==> src/rtl/abc_run_encoder.sv <==
// ---------------------------------------------------------------------------
// abc_run_encoder
//
// Purpose:
//   Run-length encodes the registered 1-bit stream coming out of the abc
//   datapath into {level, length} tokens. Tokens queue in a small show-ahead
//   FIFO and are handed to a monitor/logging stage over valid/ready. A sticky
//   flag remembers whether any token was ever lost to a full FIFO.
//
// Ports:
//   clock      in   single clock, all state changes on the rising edge
//   reset      in   synchronous, active-high reset
//   in         in   sampled bit stream (abc `out`)
//   rl_valid   out  a token is available at the FIFO head
//   rl_ready   in   consumer takes the head token on this edge
//   rl_level   out  level of the head token (0 when no token is available)
//   rl_length  out  run length of the head token, 1..2^CNT_W-1 (0 when empty)
//   overflow   out  sticky: a token was dropped because the FIFO was full
// ---------------------------------------------------------------------------
module abc_run_encoder #(
    parameter int CNT_W = 8,
    parameter int DEPTH = 4
) (
    input  logic             clock,
    input  logic             reset,
    input  logic             in,
    output logic             rl_valid,
    input  logic             rl_ready,
    output logic             rl_level,
    output logic [CNT_W-1:0] rl_length,
    output logic             overflow
);

    localparam int              PTR_W    = $clog2(DEPTH);
    localparam logic [CNT_W-1:0] MAX_LEN  = '1;
    localparam logic [PTR_W:0]   FULL_OCC = (PTR_W + 1)'(DEPTH);

    localparam logic [0:0] IDLE = 1'b0;
    localparam logic [0:0] RUN  = 1'b1;

    logic [0:0]       state_q,    state_d;
    logic             curLevel_q, curLevel_d;
    logic [CNT_W-1:0] count_q,    count_d;
    logic [PTR_W-1:0] wrPtr_q,    wrPtr_d;
    logic [PTR_W-1:0] rdPtr_q,    rdPtr_d;
    logic [PTR_W:0]   occ_q,      occ_d;
    logic             overflow_q, overflow_d;

    logic             memLevel_q  [DEPTH];
    logic [CNT_W-1:0] memLength_q [DEPTH];

    logic push;
    logic pop;
    logic full;
    logic write;

    // Run tracker. The token being closed is always the current level and
    // count, both for a level change and for a saturated run, so only the
    // decision to push differs between those two cases. A saturated run
    // restarts at 1 rather than wrapping, so a length of 0 never appears.
    always_comb begin
        state_d    = state_q;
        curLevel_d = curLevel_q;
        count_d    = count_q;
        push       = 1'b0;
        case (state_q)
            IDLE: begin
                state_d    = RUN;
                curLevel_d = in;
                count_d    = CNT_W'(1);
            end
            default: begin
                if (in != curLevel_q) begin
                    push       = 1'b1;
                    curLevel_d = in;
                    count_d    = CNT_W'(1);
                end else if (count_q == MAX_LEN) begin
                    push    = 1'b1;
                    count_d = CNT_W'(1);
                end else begin
                    count_d = count_q + CNT_W'(1);
                end
            end
        endcase
    end

    // FIFO bookkeeping. A pop on the same edge frees a slot, so a push into
    // a full FIFO is still kept when the consumer is taking the head; only a
    // push into a full FIFO with no pop is dropped and flagged.
    always_comb begin
        full       = (occ_q == FULL_OCC);
        pop        = rl_valid && rl_ready;
        write      = push && (!full || pop);
        overflow_d = overflow_q || (push && full && !pop);
        wrPtr_d    = write ? wrPtr_q + PTR_W'(1) : wrPtr_q;
        rdPtr_d    = pop   ? rdPtr_q + PTR_W'(1) : rdPtr_q;
        case ({write, pop})
            2'b10:   occ_d = occ_q + (PTR_W + 1)'(1);
            2'b01:   occ_d = occ_q - (PTR_W + 1)'(1);
            default: occ_d = occ_q;
        endcase
    end

    // Control and pointer registers, cleared synchronously by reset. A run
    // that was partly accumulated when reset arrives is simply forgotten.
    always_ff @(posedge clock) begin
        if (reset) begin
            state_q    <= IDLE;
            curLevel_q <= 1'b0;
            count_q    <= '0;
            wrPtr_q    <= '0;
            rdPtr_q    <= '0;
            occ_q      <= '0;
            overflow_q <= 1'b0;
        end else begin
            state_q    <= state_d;
            curLevel_q <= curLevel_d;
            count_q    <= count_d;
            wrPtr_q    <= wrPtr_d;
            rdPtr_q    <= rdPtr_d;
            occ_q      <= occ_d;
            overflow_q <= overflow_d;
        end
    end

    // Token storage needs no reset: entries are only ever read while the
    // occupancy counter says they hold a valid token.
    always_ff @(posedge clock) begin
        if (write && !reset) begin
            memLevel_q[wrPtr_q]  <= curLevel_q;
            memLength_q[wrPtr_q] <= count_q;
        end
    end

    // Show-ahead head. Outputs are forced to zero while the FIFO is empty so
    // stale storage never leaks out, and everything here comes from
    // registers only, so `in` has no combinational path to the outputs.
    always_comb begin
        rl_valid  = (occ_q != '0);
        rl_level  = rl_valid && memLevel_q[rdPtr_q];
        rl_length = rl_valid ? memLength_q[rdPtr_q] : '0;
        overflow  = overflow_q;
    end

endmodule

==> config.mk <==
export PLATFORM = sky130hd
export DESIGN_NAME = abc_run_encoder
export DESIGN_NICKNAME = d
export VERILOG_FILES = /design/src/rtl/abc_run_encoder.sv
export SDC_FILE = /design/constraint.sdc
export NUM_CORES = 1
export LEC_CHECK = 0
export CORE_MARGIN = 1
export CORE_UTILIZATION = 50
export DETAILED_ROUTE_END_ITERATION = 6
export PLACE_DENSITY = 0.68
export SYNTH_ARGS = -nofsm -noshare
export SYNTH_HDL_FRONTEND = slang
export SYNTH_SLANG_ARGS = --single-unit
==> constraint.sdc <==
create_clock -name clock -period 5.9 [get_ports clock]
set_input_delay 1.77 -clock clock [delete_from_list [all_inputs] [get_ports clock]]
set_output_delay 1.77 -clock clock [all_outputs]
set_load 0.02 [all_outputs]
Yosys cells after proc, flatten, opt, wreduce, memory -nomap -nowiden --
Memories as Yosys holds them, arrays and structs flattened. A register that Yosys moved wholly into a read port is not among the register bits. Cells that the tools add are included.
Word-level totals: bits of input ports 4, memory bits (writable) 36, memories kept 2, ROM bits 0, register bits 18, latch bits 0, output and inout port bits 11, word-level logic and storage cells 53
Memory list:
- memLength_q | words 4, width 8, rd ports 1, clocked after memory_dff 1, write ports 1, line 50 | logic [CNT_W-1:0] memLength_q [DEPTH];
- memLevel_q | words 4, width 1, rd ports 1, clocked after memory_dff 1, write ports 1, line 49 | logic memLevel_q [DEPTH];
Operators by class: mux-type cells 17, bitwise operators 1, equal/unequal tests 6, add/subtract/negate cells 5, $lt $le $gt $ge 0, reduce and logical (&&, ||, !) cells 14, $mul 0, shift operators 0, div/mod/pow operators 0
Operators by type and width (count):
- 1-bit 2-to-1 mux | 11
- 8-bit by 1-bit adder with 8-bit output (second input constant) | 1
- 8-bit == test (second input constant) | 1
- 2-bit 2-to-1 mux | 4
- 8-bit 2-to-1 mux | 1
- 1-bit logical AND | 6
- 3-bit case mux with 2 select lines | 1
- 2-bit by 1-bit adder with 2-bit output (second input constant) | 2
- 4-bit OR reduction | 1
- 3-bit by 1-bit adder with 3-bit output (second input constant) | 1
- 3-bit == test (second input constant) | 1
- 1-bit zero test | 3
- 3-bit nonzero test | 1
- 3-bit by 1-bit subtractor with 3-bit output (second input constant) | 1
- 2-bit by 1-bit == test with 1-bit output (second input constant) | 1
- 2-bit == test (second input constant) | 1
- 1-bit logical OR | 2
- 2-bit by 1-bit != test with 1-bit output (second input constant) | 1
- 2-bit nonzero test | 1
- 1-bit != test | 1
- 1-bit inverter | 1

Longest topological paths before layout --
Gate-level depths: netlist of the first run.
depth after elaboration 8, mapped depth 11, mapped depth without buffers 11

Worst setup path after synthesis of the first run --
OpenSTA, ideal clock, no wires.
path type input to register, start in rl_ready, end reg occ_q[2], slack 2221 ps, required time 5829 ps, buffers on the path 0, data arrival time 3608 ps, stages on the path 9, library setup time 71 ps, cells stage by stage nor4b_1 > nor2_1 > inv_1 > ha_1 > inv_1 > fa_1 > xor2_1 > or3_1 > a21oi_1
Between the ends: cells in the longest elaborated chain, start to end 5, elaborated cells on any way between the ends 7, those cells by class eq/ne: 2; mux: 1; reduce/logical: 4
Ends and longest elaborated chain:
- from (decl) | line 28 | input logic rl_ready,
- 1-bit logical AND (*) | line 92 | pop = rl_valid && rl_ready;
- 1-bit logical OR | line 93 | write = push && (!full || pop);
- 1-bit logical AND | line 93
- 2-bit by 1-bit == test with 1-bit output or 2-bit == test (tied branches) | line 97 | case ({write, pop})
- 3-bit case mux with 2 select lines or 2-bit nonzero test (tied branches)
- to (signal assigned) | line 113 | occ_q <= '0;
- to (signal assigned) | line 121 | occ_q <= occ_d;
- to (decl) | line 46 | logic [PTR_W:0] occ_q, occ_d;
Every way passes the cells marked *; elsewhere a longest branch is shown, timed or not. A chain may end at the register's enable or synchronous reset.

Worst setup path in the final report of the first run --
Ends and elaborated chain as after synthesis.

==> results of run 1 <==
state kept, by name (all words and copies together) (netlist names), named ones only:
signal and flops:
count_q 8, curLevel_q 1, memLength_q 32, memLevel_q 4
occ_q 3, overflow 1, rdPtr_q 2, state_q 1
wrPtr_q 2
cells by family after synthesis:
group / count (synthesis) / synth area share, %
AOI/OAI and AO/OA: 9 / 2.41
xor gates and xnor gates: 11 / 4.22
adders and majority gates: 7 / 4.17
buffers and inverters: 14 / 2.69
DFF: 56 / 64.9
muxes: 10 / 9.33
and+or+nand+nor: 47 / 12.2
critical path: stages:
cell and delay [ns]:
clkdlybuf4s50_1 0.44, nor4b_1 0.73, nor2_1 0.17, inv_1 0.09, ha_1 0.17, inv_1 0.06
fa_1 0.37, xor2_1 0.16, or3_1 0.30, a21oi_1 0.17
worst paths after layout:
check	from	to	slack (ns)	depth (start not counted)
worst max-delay path	rl_ready	occ_q[2]$_SDFFE_PP0P_	1.66	10
worst min-delay path	overflow$_SDFF_PP0_	overflow$_SDFF_PP0_	0.49	2
worst min register to register	overflow$_SDFF_PP0_	overflow$_SDFF_PP0_	0.49	2
worst max register to register	occ_q[0]$_SDFFE_PP0P_	occ_q[2]$_SDFFE_PP0P_	3.19	9
layer usage:
metal,track usage [%],part of all wire (%)
met2,27.0,48
met5,0,0
met4,5.90,1.5
met3,4.36,2.9
met1,22.5,48
Yosys cell counts, drive strengths merged:
library cell and count:
nand4 1, a31oi 2, and3 1, buf 2
nor4b 1, edfxtp 36, nand2 3, nor3 1
nand3 4, or3b 1, fa 1, xor2 9
ha 6, o21ai 2, xnor2 2, inv 9
nor2b 1, nor2 15, or3 3, mux4 9
mux2i 1, dfxtp 20, and2 14, and4 2
a22oi 1, clkbuf 3, a41o 1, a21oi 3
area by class of cell:
class	instances	area share, %
Multi-Input combinational cell	84	28.8
Sequential cell	56	57.7
Clock inverter	2	1.37
Tap cell	52	2.54
Timing Repair Buffer	14	5.46
Clock buffer	6	2.83
Inverter	9	1.32
metrics by stage:
| stage | cell area (um2) | utilization (%) | setup WS [ns] | power (mW) |
|---|---|---|---|---|
| finish | 2570 | 58.5 | 1.66 | 0.973 |
| global route | 2570 | 58.5 | 1.47 | 1.02 |
| CTS | 2570 | 58.5 | 1.69 | 0.985 |
| detailed placement | 2460 | 56.1 | 1.37 | 0.747 |
| global placement | 2460 | 56.1 | 1.59 | 0.739 |
| floorplan | 2280 | - | 2.22 | 0.652 |
power by group:
group          total (mW)  switching [mW]  internal [mW]
combinational       0.261           0.126          0.135
clock               0.240           0.114          0.126
sequential          0.471          0.0348          0.437
==> flow_summary.yaml, run 1 <==
outcome:
  status: "finished clean"
global_routing:
  grt_use_total_pct: 16.9
  grt_pass1_wl_um: 6130
  grt_start_max_net_pins: 17
  antenna_found_initial: 0
  grt-ovfl-total: 0
  grt_pass1_vias: 1264
die:
  dieArea_um2: 4840
  initial_core_util_pct: 52.0
  chipHeight_um: 69.5
  ios: 15
  fp.coreArea_um2: 4380
  num_rows: 24
  die_x_um: 69.5
timing:
  worst_slew_pin_slew_ns: 0.864
  period_share_pct: 71.8
  timing.fmax_mhz: 236
  finalClockSkew_ns: 0.00496
  grt_setup_unrepaired: "no"
  final-max-slew-violation-count: 0
  finalHoldViolations: 0
  hold_ws_ns: 0.488
  fin_crit_ns: 4.24
  setup_viol: 0
  slew_headroom_pct: 41.6
  setup_tns_ns: 0
yosys:
  syn-num-nets: 165
  syn_area_um2: 2280
  syn_avg_cell_area_um2: 14.8
  yosys_register_bits: 56
  yosys-top-cells-area: "edfxtp_1 (47%), dfxtp_1 (18%), mux4_2 (8.9%)"
  netlist.area_leader.share_pct: 47.4
  synth_cells: 154
  yosys_warnings: 0
  synth.largest_area_cell: "edfxtp_1"
  ys_types: 32
  synth-seq-area-share_pct: 64.9
job:
  max-cap-violations: 0
cells_and_area:
  num_antenna_cells: 0
  final_cells: 223
  final_common_cell: "edfxtp_1"
  nFillCells: 342
  mostFrequentLayoutCells: "edfxtp_1 (36), dfxtp_1 (20), and2_1 (14), clkdlybuf4s50_1 (14)"
  area_growth_pct: 12.5
  seqCellArea_um2: 1480
  multi_input_comb_area_um2: 738
  nets: 181
  drive_gt1_share_pct: 14.6
detailed_routing:
  routed_wl_um: 3540
  dr.pass1.iters: 4
  vias: 1172
  dr.first_iter.drc_count: 98
  ant_nets: 0
  route.detailed.drc: 0
  vias_per_cell: 5.26
  wl_per_cell_um: 15.9
place:
  hpwlAfterDp_um: 2450
  placed_cells: 215
  portBuffers: 14
  place_congestion: 0.718
clocking:
  clk_pin_slew_ns: 0.09
  hold_buffers: 0
  cts.path.max_buffers: 2
  htreeDepth: 2
  postCtsSetupBuffers: 0
  clock-sinks: 56
  cts-root-buf: "clkbuf_8"
  clk_latency_ns: 0.30
  cts_tree: "yes"
  numCtsBuffers: 5
  ctsResizeCount: 0
critical_path:
  end_kind: "flip-flop"
  cp_max_fo: 5
  worstPathRequired_ns: 6.12
  worstPathArrival_ns: 4.45
  start_kind: "primary input"
  path_class: "primary input to flip-flop"
power_and_ir_drop:
  power.density_nw_per_um2: 379
  ir_drop_uv: 144
  power_leakage_nw: 0.915
hold_path:
  hold_class: "flip-flop to flip-flop"
(Power assumes the default switching activity.)
==> run 2: changes to the inputs <==
clock period = 3.9 ns   (was 5.9 ns; I/O delays follow)
==> flow_summary.yaml, run 2 (synthesis results as in run 1) <==
timing:
  final-max-slew-violation-count: 0
  timing.fmax_mhz: 288
  period_share_pct: 89.1
  grt_setup_unrepaired: "no"
  finalHoldViolations: 0
  fin_crit_ns: 3.47
  setup_tns_ns: 0
  setup_viol: 0
  worst_slew_pin_slew_ns: 0.620
  fin_ws_ns: 0.427
  finalClockSkew_ns: 0.00522
  slew_headroom_pct: 58.6
clocking:
  htreeDepth: 2
  clk_latency_ns: 0.30
  clock-sinks: 56
  clk_pin_slew_ns: 0.09
  postCtsSetupBuffers: 0
  cts.path.max_buffers: 2
  cts-root-buf: "clkbuf_8"
  ctsResizeCount: 0
  cts_tree: "yes"
  numCtsBuffers: 5
  hold_buffers: 0
place:
  placed_cells: 217
  placed_cell_area_um2: 2470
  portBuffers: 14
  dp_slack_ns: 0.314
  place_congestion: 0.806
  hpwlAfterDp_um: 2440
cells_and_area:
  largest_reg_flops: 32
  top_regs: "memLength_q: 32 flops, count_q: 8 flops, memLevel_q: 4 flops"
  drive_gt1_share_pct: 15.0
  nets: 183
  mostFrequentLayoutCells: "edfxtp_1 (36), dfxtp_1 (20), and2_1 (14), clkdlybuf4s50_1 (14)"
  regMostFlops: "memLength_q"
  num_antenna_cells: 0
  post-route-cell-area_um2: 2560
  area_growth_pct: 12.4
  final_cells: 225
  final_common_cell: "edfxtp_1"
  nFillCells: 341
detailed_routing:
  wl_met2_um: 1700
  ant_nets: 0
  vias: 1205
  wl_met1_um: 1700
  wl_per_cell_um: 15.9
  dr.pass1.iters: 4
  routed-wl-met3_um: 105
  route.detailed.drc: 0
  dr.first_iter.drc_count: 113
  vias_per_cell: 5.36
  routed_wl_um: 3590
  routed.top_layer: "met4"
global_routing:
  grt_pass1_vias: 1250
  grt-ovfl-total: 0
  antenna_found_initial: 0
  grt_start_max_net_pins: 16
  grt_pass1_wl_um: 6190
  grt_use_total_pct: 17.2
hold_path:
  hold_class: "flip-flop to flip-flop"
  min-delay-start: "overflow$_SDFF_PP0_"
critical_path:
  worstPathCellList: "mux4_2 -> and2_1 -> clkdlybuf4s50_1"
  cp_max_fo: 9
  r2r-start: "count_q[0]$_SDFF_PP0_"
  worstPathArrival_ns: 2.30
  path_class: "flip-flop to primary output"
  slowest_stage: "dfxtp_1"
  worstPathRequired_ns: 2.73
  start_kind: "flip-flop"
  cp_slowest_stage_delay_ns: 0.72
  end_kind: "primary output"
die:
  die_x_um: 69.5
  dieArea_um2: 4840
  ios: 15
  initial_core_util_pct: 52.0
  chipHeight_um: 69.5
  fp.coreArea_um2: 4380
  num_rows: 24
power_and_ir_drop:
  switching_power_mw: 0.417
  swShare_pct: 29.2
  power.density_nw_per_um2: 558
  power_leakage_nw: 0.916
  combPwrFrac_pct: 28.3
  pwr-share-clk_pct: 21.8
  intPower_mw: 1.01
  ir_drop_uv: 232
  pwr-share-seq_pct: 49.9
outcome:
  status: "finished clean"
job:
  max-cap-violations: 0
-- run 2: cell types whose count changed in the layout (fill, tap and decap cells not counted), sizes merged --
cell,change
bufinv,-1
clkinv,-1
clkbuf,+2
buf,+2
-- run 2: power by group through the flow --
stage          Clock, mW  Sequential (mW)  Combinational, mW
6_report           0.313            0.713              0.405
5_1_grt            0.348            0.722              0.442
4_1_cts            0.321            0.716              0.412
3_5_place_dp           0            0.730              0.411
3_3_place_gp           0            0.726              0.396
2_1_floorplan          0            0.692              0.295
-- run 2: worst max-delay path, delay by kind of cell (launching register included) --
kind	cells	cell delay [ns]
AND/OR/NAND/NOR	1	0.18
buffers and inverters	1	0.53
flip-flops	1	0.72
multiplexers	1	0.58
-- run 2: metal layers --
layer | global-route usage [%] | vias up
li1 | - | 590
met1 | 22.8 | 586
met2 | 26.2 | 22
met3 | 4.65 | 7
met4 | 8.39 | 0
met5 | 0 | -
-- run 2: worst paths after layout --
check,to,slack [ns],cells after the start
worst max-delay path,rl_length[6],0.43,3
worst min-delay path,overflow$_SDFF_PP0_,0.51,2
worst max register to register,occ_q[2]$_SDFFE_PP0P_,1.23,11
worst min register to register,overflow$_SDFF_PP0_,0.51,2
-- run 2: per-stage QoR --
| step | hold slack [ns] | total power [mW] | util (%) |
|---|---|---|---|
| floorplan | 0.456 | 0.987 | - |
| global placement | 0.458 | 1.12 | 56.4 |
| detailed placement | 0.457 | 1.14 | 56.4 |
| CTS | 0.500 | 1.45 | 58.5 |
| global route | 0.521 | 1.51 | 58.5 |
| finish | 0.511 | 1.43 | 58.5 |
-- run 2: cell type report --
cell class / count / area [um2] / area share, %
inverters: 9 / 33.8 / 1.32
repair buffers: 16 / 155 / 6.05
clock buffers: 8 / 90.1 / 3.51
well taps: 52 / 65.1 / 2.54
multi-input cells: 84 / 738 / 28.8
flip-flops and latches: 56 / 1480 / 57.8
